<file path="config.mk">
export PLATFORM = sky130hd
export DESIGN_NAME = key_step_pulse
export DESIGN_NICKNAME = d
export VERILOG_FILES = /design/src/rtl/key_step_pulse.sv
export SDC_FILE = /design/constraint.sdc
export NUM_CORES = 1
export LEC_CHECK = 0
export CAP_MARGIN = 30
export CORE_AREA = 4 4 94 96
export CTS_CLUSTER_SIZE = 28
export DETAILED_ROUTE_END_ITERATION = 10
export DIE_AREA = 0 0 98 100
export DONT_BUFFER_PORTS = 1
export GPL_TIMING_DRIVEN = 0
export PLACE_DENSITY = 0.44
export SLEW_MARGIN = 10
export SYNTH_ARGS = -nofsm -noshare
export SYNTH_HDL_FRONTEND = slang
export SYNTH_SLANG_ARGS = --single-unit
</file>
<file path="constraint.sdc">
create_clock -name clk -period 2.3 [get_ports clk]
set_input_delay 0.23 -clock clk [delete_from_list [all_inputs] [get_ports clk]]
set_output_delay 0.23 -clock clk [all_outputs]
set_load 0.01 [all_outputs]
</file>
<file path="src/rtl/key_step_pulse.sv">
// key_step_pulse: turns the raw active-low angle-adjust buttons into clean
// single-cycle inc/dec step pulses (sync -> debounce -> press/hold/repeat FSM).
// Build option: define KEY_AUTO_REPEAT_EN for hold-to-repeat; without it each
// press gives exactly one pulse and the hold/repeat timers are not built.
module key_step_pulse #(
  parameter int unsigned DEBOUNCE_CYCLES = 1000000,
  parameter int unsigned HOLD_CYCLES     = 25000000,
  parameter int unsigned REPEAT_CYCLES   = 2500000
) (
  input  logic       clk,
  input  logic       rst_n,
  input  logic       key_inc_n,
  input  logic       key_dec_n,
  output logic       inc,
  output logic       dec,
  output logic [1:0] key_state
);

  localparam int unsigned DB_W = $clog2(DEBOUNCE_CYCLES + 1);
  localparam logic [DB_W-1:0] DB_LAST = DB_W'(DEBOUNCE_CYCLES - 1);

  localparam logic [1:0] ST_IDLE   = 2'd0;
  localparam logic [1:0] ST_HOLD   = 2'd1;
`ifdef KEY_AUTO_REPEAT_EN
  localparam logic [1:0] ST_REPEAT = 2'd2;
  localparam int unsigned T_MAX = (HOLD_CYCLES > REPEAT_CYCLES) ? HOLD_CYCLES : REPEAT_CYCLES;
  localparam int unsigned T_W   = $clog2(T_MAX + 1);
  localparam logic [T_W-1:0] HOLD_END   = T_W'(HOLD_CYCLES);
  localparam logic [T_W-1:0] REPEAT_END = T_W'(REPEAT_CYCLES);
`endif

  // index 0 = inc key, index 1 = dec key; raw pins are active-low
  logic [1:0] key_raw;
  logic [1:0] pressed;
  logic [1:0] pulse;
  logic       chord;
  logic       suppress;

  assign key_raw   = {key_dec_n, key_inc_n};
  assign key_state = pressed;
  assign inc       = pulse[0];
  assign dec       = pulse[1];

  // Chord lockout stays active from the moment both keys are down until both are up.
  assign suppress = chord | (&pressed);

  // Track the chord condition until both keys are released.
  always_ff @(posedge clk) begin
    if (!rst_n) begin
      chord <= 1'b0;
    end else if (&pressed) begin
      chord <= 1'b1;
    end else if (pressed == 2'b00) begin
      chord <= 1'b0;
    end
  end

  for (genvar k = 0; k < 2; k++) begin : g_key
    logic            sync1;
    logic            sync2;
    logic            deb;
    logic [DB_W-1:0] db_cnt;
    logic [1:0]      state;
    logic            pulse_r;
`ifdef KEY_AUTO_REPEAT_EN
    logic [T_W-1:0]  timer;
`endif

    assign pressed[k] = deb;
    assign pulse[k]   = pulse_r;

    // Two-flop synchronizer; resets to the released level.
    always_ff @(posedge clk) begin
      if (!rst_n) begin
        sync1 <= 1'b1;
        sync2 <= 1'b1;
      end else begin
        sync1 <= key_raw[k];
        sync2 <= sync1;
      end
    end

    // Accept a new level only after it has differed for DEBOUNCE_CYCLES cycles.
    always_ff @(posedge clk) begin
      if (!rst_n) begin
        deb    <= 1'b0;
        db_cnt <= '0;
      end else if (~sync2 == deb) begin
        db_cnt <= '0;
      end else if (db_cnt >= DB_LAST) begin
        deb    <= ~sync2;
        db_cnt <= '0;
      end else begin
        db_cnt <= db_cnt + 1'b1;
      end
    end

    // Press / hold / repeat sequencing; release or chord forces IDLE silently.
    // The timer is loaded with 1 alongside each pulse so it pulses again on
    // reaching exactly HOLD_CYCLES / REPEAT_CYCLES cycles later.
    always_ff @(posedge clk) begin
      if (!rst_n) begin
        state   <= ST_IDLE;
        pulse_r <= 1'b0;
`ifdef KEY_AUTO_REPEAT_EN
        timer   <= '0;
`endif
      end else begin
        pulse_r <= 1'b0;
        if (!deb || suppress) begin
          state <= ST_IDLE;
`ifdef KEY_AUTO_REPEAT_EN
          timer <= '0;
`endif
        end else begin
          case (state)
            ST_IDLE: begin
              pulse_r <= 1'b1;
              state   <= ST_HOLD;
`ifdef KEY_AUTO_REPEAT_EN
              timer   <= T_W'(1);
`endif
            end
`ifdef KEY_AUTO_REPEAT_EN
            ST_HOLD: begin
              if (timer >= HOLD_END) begin
                pulse_r <= 1'b1;
                timer   <= T_W'(1);
                state   <= ST_REPEAT;
              end else begin
                timer <= timer + 1'b1;
              end
            end
            ST_REPEAT: begin
              if (timer >= REPEAT_END) begin
                pulse_r <= 1'b1;
                timer   <= T_W'(1);
              end else begin
                timer <= timer + 1'b1;
              end
            end
`else
            ST_HOLD: begin
              state <= ST_HOLD;
            end
`endif
            default: begin
              state <= ST_IDLE;
            end
          endcase
        end
      end
    end
  end

endmodule
</file>
== After elaboration in Yosys (flattened, before gate mapping) ==
Index checks and enable logic that the tools add are counted.
Word-level totals
  register bits: 53
  input port bits: 4
  output and inout bits: 4
  logic and storage cells: 50
Operators by class
  add/subtract/negate cells: 2
  $lt $le $gt $ge: 2
  equal/unequal tests: 4
  muxes and demuxes: 6
  bitwise gates (word level): 6
  reductions and logical operators: 17
Operators by type and width (count)
  $add A20 B1 Y20 const B: 2
  $ge A20 B20 Y1 const B: 2
  $reduce_or A2 Y1: 4
  $logic_not A2 Y1: 3
  $mux W1: 6
  $reduce_and A2 Y1: 3
  $reduce_or A3 Y1: 2
  $not A1 Y1: 5
  $eq A2 B1 Y1 const B: 2
  $eq A1 B1 Y1: 2
  $logic_not A1 Y1: 2
  $logic_or A1 B1 Y1: 2
  $reduce_bool A2 Y1: 1
  $or A1 B1 Y1: 1

== Depth between registers and ports, before layout ==
  depth in word-level cells: 4
  gate-level depth with buffers: 7
  depth with buffers taken out: 5

== Worst setup path after synthesis ==
Ideal clock, no wire load.
  path kind: register -> register
  start: register g_key[1].db_cnt[0]
  end: register g_key[1].db_cnt[13]
  setup time: 0.087 ns
  arrival: 1.811 ns
  data required time: 2.213 ns
  slack: 0.402 ns
  cell stages (with the launch flop): 8
  buffers on the path: 2
  path through: dfxtp_1 ha_1 and4_4 buf_6 a2111oi_2 o21ai_1 buf_6 a221oi_2
Between the ends
  longest elaborated chain between the ends: 2
  elaborated cells on any way between the ends: 3
  those cells by class: 1 x add/sub; 1 x order compare; 1 x reduce/logical
Ends and longest elaborated chain
  from (decl): RTL line 62  | logic [DB_W-1:0] db_cnt;
  from (signal assigned): RTL line 94  | db_cnt <= db_cnt + 1'b1;
  $ge A20 B20 Y1: RTL line 90  | end else if (db_cnt >= DB_LAST) begin
  $reduce_or A3 Y1 (no source line)
Parallel ways exist; a longest one is shown, timed or not.
A chain may end at the register's enable or synchronous reset.

== Worst setup path in the final report ==
  start: register g_key[1].db_cnt[0]
  end: register g_key[1].db_cnt[17]
Same word-level chain as after synthesis.

==> flow_summary_export.csv <==
group,metric,value,unit
floorplanning,num_io_pins,8,
critical_path,start_kind,"flop",
power_and_ir_drop,p_int,1.21,mW
synthesis,synthesis.area,2570,µm²
timing,fmax,490,MHz
finish,final_area,2810,µm²
detailed_routing,vias,1948,
detailed_routing,drc_errors,0,
clocking,cts_hold_buf,0,
timing,finalCritPeriodShare,0.888,
global_routing,use_met3,0.0229,
timing,drv_slew,0,
global_routing,grt_pass1_vias,1918,
detailed_routing,routedWlPerCell,14.1,µm
timing,finClkSkew,0.0155,ns
finish,n_fill_cell,856,
global_routing,grt_antenna_before_repair,0,
power_and_ir_drop,p_clk_frac,0.402,
timing,hold_viol,0,
placed_design,gp_congestion,0.767,
global_routing,grt_util_all_layers,0.114,
run,maxCapViolCount,0,
detailed_routing,ant_nets,0,
clocking,insertion_delay,0.31,ns
synthesis,syn-num-nets,271,
floorplanning,dieArea,9800,µm²
clocking,cts_tree,"done",
status,outcome,"finished, final reports clean",
power_and_ir_drop,total_power,1.52,mW
timing,fin_setup_tns,0,ns
power_and_ir_drop,power_frac_seq,0.585,
timing,rsz0062_at_grt,"no",
finish,final_core_util,0.349,
power_and_ir_drop,p_sw,307,µW
global_routing,grt_pass1_wl,9200,µm
global_routing,use_met2,0.192,
placed_design,placedCellCount,369,
clocking,cts_sinks,51,
power_and_ir_drop,swShare,0.202,
detailed_routing,drt_first_pass_iters,4,
global_routing,grt_max_degree,15,
finish,final_cell_mix,"dfxtp_1, xnor2_1, a211oi_1",
critical_path,crit_buf_inv,2,
power_and_ir_drop,ir_drop,199,µV
synthesis,ys_async_sr_fraction,0,
synthesis,yosysUniqueCellTypes,47,
clocking,cts_buffers,5,
finish,final_common_cell,"dfxtp_1",
critical_path,worstSetupEndpointType,"flop",
power_and_ir_drop,comb_power_share,0.013,
synthesis,synth_edf_count,0,
global_routing,gr-total-overflow,0,
finish,area_growth,9.60,%
critical_path,timing.critical_path.mode_cell,"buf_6",
finish,n_antenna_cell,0,
clocking,clk_pin_slew,0.10,ns
critical_path,critPathMaxStageDelay,0.41,ns
synthesis,synthCells,264,
finish,stdcell_count,376,
floorplanning,start_util,0.319,
detailed_routing,wl,5320,µm
timing,worst_slew_pin_slew,0.718,ns
floorplanning,fp.dieH,100,µm
synthesis,avgSynthCellArea,9.73,µm²
critical_path,required,2.52,ns
synthesis,yosysWarnings,0,
critical_path,cp.arrival,2.26,ns
critical_path,crit_slowest_cell,"a2111oi_4",
global_routing,top_usage_layer,"met2",
placed_design,portBuffers,0,
detailed_routing,drt_iter0_drc,52,
timing,slew_headroom,0.521,
clocking,htree_levels,2,
timing,fin_crit,2.04,ns
power_and_ir_drop,power.density,540,nW/µm²
power_and_ir_drop,leakage,0.798,nW
placed_design,hpwl,3700,µm
synthesis,synth-main-ff-cell,"dfxtp_1",
synthesis,synth-seq-cells,51,
finish,drive_above_1_share,0.170,
floorplanning,core,8050,µm²
critical_path,cp_max_fo,10,
min_path,hp-class,"in -> reg",
finish,multi_input_area,1420,µm²
synthesis,yosysSeqAreaShare,0.398,
placed_design,place_area,2700,µm²
critical_path,critPathKind,"reg -> reg",
timing,setup_viol,0,
floorplanning,rows,33,
detailed_routing,vias_per_cell,5.18,
clocking,clockBufferDepth,2,
global_routing,use_met1,0.145,
critical_path,crit_chain,"ha_1, and4_4, buf_6, a2111oi_4, o21ai_1, buf_6, a221oi_2",
floorplanning,fp.dieW,98,µm
clocking,cts_root_buffer,"clkbuf_8",
finish,seqCellArea,1020,µm²
finish,fin_nets,278,
critical_path,cp_top_family,"compound AO/OA/AOI/OAI gates",
layout make-up:
type,instances,area share
buffer,18,0.0351
multi-input combinational,184,0.504
inverter,11,0.0147
sequential,51,0.363
tap,105,0.0467
clock inverter,1,0.0107
clock buffer,6,0.0258
worst register-to-register path, stage by stage, from the launching register on:
cell and delay, ns:
dfxtp_1 0.37, ha_1 0.26, and4_4 0.20, buf_6 0.13
a2111oi_4 0.41, o21ai_1 0.14, buf_6 0.19, a221oi_2 0.26
through the flow:
stage	setup WS [ns]	hold WS, ns
finish	0.259	0.0166
global route	0.0900	0.00845
CTS	0.121	0.0105
detailed placement	0.147	0.336
global placement	0.164	0.335
floorplan	0.402	0.331
worst paths after layout:
kind,from,end,slack (ns),depth (start not counted)
max,g_key[1].db_cnt[0],g_key[1].db_cnt[17],0.26,7
min,key_dec_n,g_key[1].sync1,0.02,1
max reg2reg,g_key[1].db_cnt[0],g_key[1].db_cnt[17],0.26,7
min reg2reg,g_key[0].state[0],inc,0.38,1
kinds of logic (layout without fill, tap and decap cells):
| logic type | after synthesis | count (layout) | share of synthesized area |
|---|---|---|---|
| AND/OR/NAND/NOR | 92 | 92 | 0.211 |
| flip-flops | 51 | 51 | 0.398 |
| AO/OA/AOI/OAI | 61 | 61 | 0.226 |
| XOR/XNOR | 27 | 27 | 0.0921 |
| buffers and inverters | 29 | 36 | 0.0546 |
| multiplexers | 1 | 1 | 0.00390 |
| adder cells (fa/ha/maj) | 3 | 3 | 0.0146 |
layer usage:
metal	vias to the layer above	share of wire
met5	-	0
met4	0	0.015
met3	7	0.020
met2	16	0.49
met1	931	0.48
li1	994	-
synth_stat cells (3+ instances only):
master    number  share of area
or4_1          5          0.015
buf_2          4         0.0078
nor4_1         7          0.017
dfxtp_1       51           0.40
xor2_1        10          0.034
ha_1           3          0.015
and3_1         4         0.0097
o21ai_0        4         0.0078
or3_1          3         0.0073
nor3_1         6          0.012
nand3_1       13          0.025
nand2b_1       4         0.0097
a221oi_2       7          0.041
nand2_1       15          0.022
a211oi_2      13          0.063
a221oi_1       3          0.010
a211oi_1      17          0.050
buf_4          3         0.0088
inv_1         11          0.016
and2_1         5          0.012
a31oi_1        3         0.0073
clkbuf_1       9          0.013
nor2b_1        5          0.012
xnor2_1       17          0.058
nor2_1         5         0.0073
nand4_1        7          0.017
registers in the layout (all words and copies together), names as in the netlist:
| register | cells |
|---|---|
| chord | 1 |
| dec | 1 |
| g_key.deb | 2 |
| g_key.db_cnt | 40 |
| g_key.sync2 | 2 |
| g_key.sync1 | 2 |
| g_key.state | 2 |
| inc | 1 |
timing repair:
item	CTS	global route
gates resized for setup	0	1
setup endpoints to repair	0	17
buffers inserted	0	0
power by group through the flow:
stage               clock network [mW]  registers (mW)  logic [mW]
global placement                     0           0.910      0.0196
global route                     0.677           0.890      0.0219
finish                           0.611           0.889      0.0190
detailed placement                   0           0.910      0.0197
floorplan                            0           0.909      0.0152
CTS                              0.641           0.889      0.0197
Power figures use the tool's default switching activity.
